File: src/rtl/frame_cfg_pkg.sv
// Shared constants and types for the configuration frame writer.
package frame_cfg_pkg;

  localparam logic [7:0] FRAME_WRITE = 8'hFA;
  localparam logic [7:0] FRAME_END   = 8'hFD;

  localparam int unsigned MARKER_LSB = 24;
  localparam int unsigned MARKER_W   = 8;
  localparam int unsigned COLUMN_LSB = 16;
  localparam int unsigned COLUMN_W   = 8;
  localparam int unsigned FRAME_LSB  = 0;
  localparam int unsigned FRAME_W    = 5;

  typedef enum logic [2:0] {
    HDR,
    LOAD,
    DISCARD,
    STROBE,
    GAP
  } state_t;

endpackage

File: src/rtl/frame_strobe_decoder.sv
// Column/frame select to one-hot FrameStrobe vector, gated by enable.
module frame_strobe_decoder
  import frame_cfg_pkg::*;
#(
  parameter int unsigned NumColumns      = 16,
  parameter int unsigned MaxFramesPerCol = 20
) (
  input  logic                                  en,
  input  logic [COLUMN_W-1:0]                   column,
  input  logic [FRAME_W-1:0]                    frame,
  output logic [NumColumns*MaxFramesPerCol-1:0] strobe
);

  logic [31:0] idx;

  always_comb begin
    idx    = 32'(column) * MaxFramesPerCol + 32'(frame);
    strobe = '0;
    for (int unsigned i = 0; i < NumColumns * MaxFramesPerCol; i++) begin
      strobe[i] = en && (i == idx);
    end
  end

endmodule

File: src/rtl/frame_config_writer.sv
// Streams header + NumRows data words into FrameData, then pulses one FrameStrobe bit.
module frame_config_writer
  import frame_cfg_pkg::*;
#(
  parameter int unsigned NumRows         = 16,
  parameter int unsigned NumColumns      = 16,
  parameter int unsigned MaxFramesPerCol = 20,
  parameter int unsigned FrameBitsPerRow = 32,
  parameter int unsigned StrobeCycles    = 1
) (
  input  logic                                  UserCLK,
  input  logic                                  Reset,
  input  logic [31:0]                           s_data,
  input  logic                                  s_valid,
  output logic                                  s_ready,
  output logic [NumRows*FrameBitsPerRow-1:0]    FrameData,
  output logic [NumColumns*MaxFramesPerCol-1:0] FrameStrobe,
  output logic                                  Configured,
  output logic                                  frame_done,
  output logic                                  cmd_err,
  output logic [15:0]                           frames_written
);

  localparam int unsigned RowW = (NumRows > 1) ? $clog2(NumRows) : 1;

  state_t                                state, state_next;
  logic [RowW-1:0]                       row;
  logic [3:0]                            scnt;
  logic [COLUMN_W-1:0]                   col_q;
  logic [FRAME_W-1:0]                    frm_q;
  logic                                  ready_q;
  logic                                  accept, last_row, in_range;
  logic                                  cmd_err_next, cfg_set, load_row;
  logic                                  strobe_start, strobe_last;
  logic [MARKER_W-1:0]                   hdr_marker;
  logic [COLUMN_W-1:0]                   hdr_col;
  logic [FRAME_W-1:0]                    hdr_frm;
  logic [NumColumns*MaxFramesPerCol-1:0] dec_strobe;

  assign s_ready    = ready_q;
  assign accept     = s_valid && ready_q;
  assign last_row   = (row == RowW'(NumRows - 1));
  assign hdr_marker = s_data[MARKER_LSB +: MARKER_W];
  assign hdr_col    = s_data[COLUMN_LSB +: COLUMN_W];
  assign hdr_frm    = s_data[FRAME_LSB +: FRAME_W];
  assign in_range   = (32'(hdr_col) < NumColumns) && (32'(hdr_frm) < MaxFramesPerCol);

  always_comb begin
    state_next   = state;
    cmd_err_next = 1'b0;
    cfg_set      = 1'b0;
    load_row     = 1'b0;
    strobe_start = 1'b0;
    strobe_last  = 1'b0;
    case (state)
      HDR: if (accept) begin
        case (hdr_marker)
          FRAME_WRITE: begin
            if (in_range) state_next = LOAD;
            else begin
              cmd_err_next = 1'b1;
              state_next   = DISCARD;
            end
          end
          FRAME_END: cfg_set = 1'b1;
          default:   cmd_err_next = 1'b1;
        endcase
      end
      LOAD: if (accept) begin
        load_row = 1'b1;
        if (last_row) begin
          strobe_start = 1'b1;
          state_next   = STROBE;
        end
      end
      DISCARD: if (accept && last_row) state_next = HDR;
      STROBE: if (scnt == 4'(StrobeCycles - 1)) begin
        strobe_last = 1'b1;
        state_next  = GAP;
      end
      GAP:     state_next = HDR;
      default: state_next = HDR;
    endcase
  end

  // Strobe register is loaded on the final data accept so the pulse starts the next cycle.
  frame_strobe_decoder #(
    .NumColumns     (NumColumns),
    .MaxFramesPerCol(MaxFramesPerCol)
  ) u_dec (
    .en    (strobe_start),
    .column(col_q),
    .frame (frm_q),
    .strobe(dec_strobe)
  );

  always_ff @(posedge UserCLK) begin
    if (Reset) begin
      state          <= HDR;
      ready_q        <= 1'b0;
      row            <= '0;
      scnt           <= '0;
      col_q          <= '0;
      frm_q          <= '0;
      FrameData      <= '0;
      FrameStrobe    <= '0;
      Configured     <= 1'b0;
      frame_done     <= 1'b0;
      cmd_err        <= 1'b0;
      frames_written <= '0;
    end else begin
      state      <= state_next;
      ready_q    <= (state_next == HDR) || (state_next == LOAD) || (state_next == DISCARD);
      cmd_err    <= cmd_err_next;
      frame_done <= strobe_last;
      if (cfg_set) Configured <= 1'b1;
      if (state == HDR && accept) begin
        col_q <= hdr_col;
        frm_q <= hdr_frm;
        row   <= '0;
      end
      if ((state == LOAD || state == DISCARD) && accept)
        row <= last_row ? '0 : row + 1'b1;
      if (load_row)
        FrameData[row*FrameBitsPerRow +: FrameBitsPerRow] <= s_data[FrameBitsPerRow-1:0];
      if (strobe_start) scnt <= '0;
      else if (state == STROBE) scnt <= scnt + 1'b1;
      if (strobe_start) FrameStrobe <= dec_strobe;
      else if (strobe_last) FrameStrobe <= '0;
      if (strobe_last) frames_written <= frames_written + 16'd1;
    end
  end

endmodule
File: config.mk
export PLATFORM = sky130hd
export DESIGN_NAME = frame_config_writer
export DESIGN_NICKNAME = d
export VERILOG_FILES = /design/src/rtl/frame_cfg_pkg.sv /design/src/rtl/frame_strobe_decoder.sv /design/src/rtl/frame_config_writer.sv
export SDC_FILE = /design/constraint.sdc
export NUM_CORES = 1
export LEC_CHECK = 0
export ABC_CLOCK_PERIOD_IN_PS = 5800
export BUFFER_PORTS_ARGS = -buffer_cell sky130_fd_sc_hd__buf_4
export CORE_AREA = 5 5 347 349
export DETAILED_ROUTE_END_ITERATION = 10
export DIE_AREA = 0 0 352 354
export GPL_TIMING_DRIVEN = 0
export PLACE_DENSITY = 0.52
export SLEW_MARGIN = 20
export SYNTH_ARGS = -nofsm -noshare
export SYNTH_HDL_FRONTEND = slang
export SYNTH_SLANG_ARGS = --single-unit
File: constraint.sdc
create_clock -name UserCLK -period 5.8 [get_ports UserCLK]
set_clock_uncertainty 0.05 [all_clocks]
set_input_delay 0.87 -clock UserCLK [delete_from_list [all_inputs] [get_ports UserCLK]]
set_output_delay 0.87 -clock UserCLK [all_outputs]
set_load 0.01 [all_outputs]
Word-level counts from Yosys, hierarchy flattened --
Index checks and enable logic that the tools add are counted.
Word-level totals: register bits 876, bits in latches 0, RAM bits 0, bits in read-only memories 0, input bits 35, output and inout port bits 852, word-level logic and storage cells 713, memories kept 0
Operators by class: add/subtract/negate cells 5, multipliers 1, div/mod/pow operators 0, magnitude comparators 2, eq/ne operators 327, shift operators 2, multiplexer cells 26, bitwise gates (word level) 2, reduce and logical (&&, ||, !) cells 336
Operators with widths (number):
- $eq 8x32->1 const A | 128
- $eq 7x32->1 const A | 64
- $eq 9x32->1 const A | 64
- $eq 6x32->1 const A | 32
- $mux 320 | 2
- $bwmux 512 | 1
- $eq 5x32->1 const A | 16
- $shift 32x34->512 const A | 1
- $shiftx 32x34->512 | 1
- $logic_and 1x1->1 | 325
- $eq 4x32->1 const A | 8
- $eq 3x32->1 const A | 4
- $eq 2x32->1 const A | 2
- $neg 9->34 | 1
- $eq 1x32->1 const A | 1
- $logic_not 32->1 | 1
- $mux 3 | 6
- $add 16x1->16 const B | 1
- $eq 8x8->1 const B | 2
- $add 13x5->14 | 1
- $mux 4 | 3
- $pmux 3 s4 | 1
- $mul 8x3->11 const B | 1
- $mux 1 | 11
- 15 further kinds | 24

Longest topological paths before layout --
word-level depth 9, depth in mapped cells 13

By module --
From an unflattened synthesis, not the netlist that was laid out.
Unflattened totals: cell total of the unflattened synthesis 4048, area total of the unflattened synthesis 36256.0 um^2
Modules (own cells, without submodules):
- frame_config_writer | instances 1, cells each 3473, area an instance 32861.5 um^2, seq. area each 17536.8 um^2
- frame_strobe_decoder | instances 1, cells each 575, area an instance 3394.5 um^2, seq. area each 0.0 um^2

Worst setup path before layout --
No wires, ideal clock.
path type reg-to-reg, start point register col_q[1], end point register FrameStrobe[140], arrival 3441 ps, setup slack 2222 ps, cell stages (with the launch flop) 14, path through dfxtp_1 ha_1 ha_1 inv_1 fa_1 clkbuf_1 nand2b_1 or4_4 nor3_4 nand4_1 nor3_4 o221ai_4 buf_6 o31ai_1
Between the ends: word-level cells in the longest chain between the ends 5
Ends and longest elaborated chain:
- start, declared | RTL line frame_config_writer.sv:29 | logic [COLUMN_W-1:0] col_q;
- start signal, assigned | RTL line frame_config_writer.sv:118 | col_q <= hdr_col;
- $mul 8x3->11 | RTL line frame_strobe_decoder.sv:17 | idx = 32'(column) * MaxFramesPerCol + 32'(frame);
- $add 13x5->14 | RTL line frame_strobe_decoder.sv:17
- $eq 8x32->1 | RTL line frame_strobe_decoder.sv:20 | strobe[i] = en && (i == idx);
- $logic_and 1x1->1 | RTL line frame_strobe_decoder.sv:20
- $mux 320 | RTL line frame_config_writer.sv:128 | if (strobe_start) FrameStrobe <= dec_strobe;
- end signal, assigned | RTL line frame_config_writer.sv:128
- end, declared | RTL line frame_config_writer.sv:17 | output logic [NumColumns*MaxFramesPerCol-1:0] FrameStrobe,
No other way between the ends. A chain may end at the register's enable or synchronous reset.

Final worst setup path --
start point register col_q[1], end point register FrameStrobe[211]
The elaborated chain is that of the path after synthesis.

==> flow_summary.rst <==
.. list-table::
   :header-rows: 1

   * - Metric
     - Value
   * - Library cell used as clock root buffer
     - clkbuf_16
   * - Cell type with the largest total area after synthesis
     - dfxtp_1
   * - Vias per std cell
     - 5.05
   * - Timing-limited maximum frequency
     - 215 MHz
   * - Fraction of synthesized cell area in xor and xnor cells
     - 0.00785
   * - Placement row count
     - 126
   * - Vias after detailed routing
     - 33,015
   * - Hold-critical path depth
     - 1
   * - HP Start
     - state[2]
   * - Number of buffers inserted for hold repair after clock tree synthesis
     - 0
   * - Final-layout setup total negative slack
     - 0 ps
   * - Wire length after detailed routing
     - 174,000 um
   * - Max-Slew Margin vs Limit
     - 0.187
   * - Maximum count of clock buffers along a single path
     - 3
   * - Critical Path Sink Type
     - flip-flop
   * - Drt first-iter violations
     - 2,924
   * - Worst-path maximum fanout
     - 10
   * - First-pass GRT wire length
     - about 240,000 um
   * - Type of the worst setup path
     - reg2reg
   * - Worst hold path endpoint
     - state[1]
   * - Cell depth of the worst flop-to-flop path
     - 12
   * - Number of nets in the layout
     - 4,976
   * - Clock tree from TritonCTS
     - yes
   * - FF-to-FF setup slack
     - 1140 ps
   * - Top cells by area in the synthesized netlist
     - dfxtp_1, nand2_1, a21oi_1, nand3_1, o21ai_0
   * - Post-CTS setup buffer count
     - 0
   * - Power density cells
     - 299 nW/um^2
   * - Ys async rst share
     - 0
   * - Commonest cells in the synthesized netlist
     - nand2_1, dfxtp_1, a21oi_1
   * - Synth Instances
     - 3,945
   * - Final ANT Viol Nets
     - 0
   * - DIE AREA
     - 125,000 um^2
   * - Largest family of logic cells by synthesized area
     - simple AND/OR/NAND/NOR gates
   * - IR drop worst, VDD
     - 0.000262 V
   * - Setup repair after global routing missed its margin
     - no
   * - I/O pin count
     - around 900
   * - Placer's final routability congestion estimate
     - 0.897
   * - FF-to-FF End
     - FrameStrobe[211]
   * - Share of the synthesized area in compound gates (AO/OA/AOI/OAI)
     - 0.153
   * - Initial antenna violation count
     - 5
   * - Portion of synthesized cell area occupied by the leading cell type
     - 0.550
   * - Sequential fraction of the synthesis area
     - 0.550
   * - Standard cell with the maximum stage delay on the critical path
     - clkbuf_1
   * - Number of hold-slack violations in the final timing report
     - 0
   * - Via count of the first global-routing pass
     - approximately 32,000
   * - Outcome
     - finished, final reports clean
   * - Area fraction in and, or, nand and nor cells after synthesis
     - 0.233
   * - Core outline area
     - between 100,000 and 150,000 um^2
   * - Largest net degree at the start of global routing
     - 17
   * - Post-placement cell count
     - 6,353
   * - Number of library cell types mapped by synthesis
     - 64
   * - GRT Util Overall
     - 0.265
   * - Effective utilization at floorplan
     - 0.272
   * - Final Max Tran Viols
     - 0
   * - Drt wl/cell
     - approximately 27 um
   * - Worst-Margin Slew
     - between 1000 and 1500 ps
   * - Fraction of the cycle the final worst path needs
     - 0.803
   * - Number of violations of the max-capacitance limit
     - 0
   * - CTS Buf Count
     - 98
   * - Placement Setup Slack
     - 989 ps
   * - Most used flip-flop cell after synthesis
     - dfxtp_1
   * - Post-synthesis adder-cell area fraction
     - 0.00950
   * - Total half-perimeter wirelength after legalization and detailed placement
     - between 100,000 and 150,000 um
   * - Syn avg cell area
     - approximately 8.1 um^2
   * - Largest stage delay on the critical path
     - between 700 and 800 ps
   * - H-tree depth
     - 3
   * - Number of port buffers
     - 867
   * - Worst Setup Start Kind
     - flip-flop
   * - Netlist Area Pre-Place
     - between 30,000 and 40,000 um^2
   * - Number of remaining DRC errors
     - 0
   * - Data arrival time at the worst-slack endpoint
     - 5140 ps
   * - Synthesized Nets
     - 4,003
   * - Static leakage
     - ~17 nW
   * - Drt first pass iters
     - 5
   * - Number of cells upsized or downsized after cts
     - 0
   * - Horiz. Die Dim
     - 352 um
   * - Worst skew pair latency
     - 700 ps
   * - Post-synthesis to final-layout area growth
     - 37.6%
   * - Share of cell area taken by muxes after synthesis
     - 0.000628
   * - CTS sink count
     - 876
   * - Cell with the most instances after synthesis
     - nand2_1
   * - Min Clock Period, post-route
     - roughly 4700 ps
   * - Count of warnings emitted by yosys
     - 0
   * - Layout cells sized above 1
     - 0.222
   * - Required time of the critical path
     - 6280 ps
   * - Final setup vio count
     - 0
   * - Total global routing overflow
     - 0
   * - Synthesized flop and latch total
     - 876
   * - Count of flip-flops with a built-in enable after synthesis
     - 0
   * - Count of placed standard cells in the final layout, fillers left out
     - around 6,500
   * - Startpoint of the most critical register-to-register path
     - col_q[1]
   * - Worst setup margin
     - 1140 ps
   * - CP Cell Sequence
     - ha_1 > ha_1 > inv_1 > fa_1 > clkbuf_1 > nand2b_1 > or4_4 > o21ai_0 > a21oi_2 > o211ai_4 > clkbuf_1 > o21ai_0
   * - Clock input transition at the sequential cells of the worst setup and hold paths
     - 70 ps
   * - Hold crit path type
     - reg2reg
   * - Die Height
     - 354 um
through the flow:
step	power, W	utilization	instance area, um^2	hold slack (ps)
2_1_floorplan	0.00642	-	31900	380
3_3_place_gp	0.00670	0.344	40300	385
3_5_place_dp	0.00671	0.345	40400	393
4_1_cts	0.0132	0.374	43800	358
5_1_grt	0.0135	0.374	43800	389
6_report	0.0131	0.374	43800	399
worst max-delay path by stage:
stage / startpoint / endpoint / cells after the start
after floorplan: col_q[1] / FrameStrobe[140] / 13
after global placement: s_valid / FrameData[438] / 10
after detailed placement: s_valid / FrameData[419] / 10
after CTS: col_q[1] / FrameStrobe[211] / 12
after global routing: col_q[1] / FrameStrobe[209] / 12
final: col_q[1] / FrameStrobe[211] / 12
power breakdown:
group          switching, W  total, W  internal (W)  leakage, nW
Clock               0.00282   0.00653       0.00371         1.64
Sequential       0.00000454   0.00602       0.00602         7.05
Combinational      0.000468  0.000557     0.0000897         7.94
critical path: cells and delay by family (launching register included):
family,cells,cell delay [ps]
compound gates,4,1390
buf+inv,3,1010
fa+ha+maj,3,910
flops,1,430
simple gates,2,690
cells in the final DEF (no fill, tap or decap), types with 6 or more instances in the layout:
cell type,instances
clkbuf_16,98
dfxtp_1,876
buf_6,6
xor2_1,17
buf_2,22
nor2_1,127
xnor2_1,9
nor3_1,38
inv_1,11
nand2_1,1014
clkbuf_2,22
clkinvlp_4,8
a21oi_1,542
clkinv_2,17
nor2b_1,10
o31ai_1,57
clkbuf_1,326
and3_1,19
buf_1,7
buf_4,868
and2_1,7
nand4_1,8
ha_1,21
nand2b_1,11
nand3_1,456
o21ai_0,275
clkbuf_8,26
layout make-up:
type,count,area [um^2]
buffer,363,1440
clock buffer,142,2880
timing repair buffer,873,6630
fill,12460,73300
clock inverter,41,503
sequential,876,17500
antenna,2,5.00
tap,1536,1920
multi-input combinational,2695,12900
inverter,11,41.3
cells by family after synthesis:
group	count (synthesis)
flip-flops	876
AO/OA/AOI/OAI	912
AND/OR/NAND/NOR	1731
multiplexers	2
buffers and inverters	374
XOR/XNOR	27
adder cells (fa/ha/maj)	23
sequential cells by signal (all words and copies together), names as in the netlist:
signal,flops
state,3
frame_done,1
row,4
FrameData,512
scnt,4
frm_q,5
col_q,8
s_ready,1
Configured,1
frames_written,16
cmd_err,1
FrameStrobe,320
metal layers:
metal,vias to the layer above,share of wire,track usage
li1,15241,-,-
met1,15924,0.37,0.296
met2,1531,0.48,0.454
met3,319,0.10,0.0937
met4,0,0.049,0.120
met5,-,0,0
No activity file was read; power rests on OpenSTA's default activity.
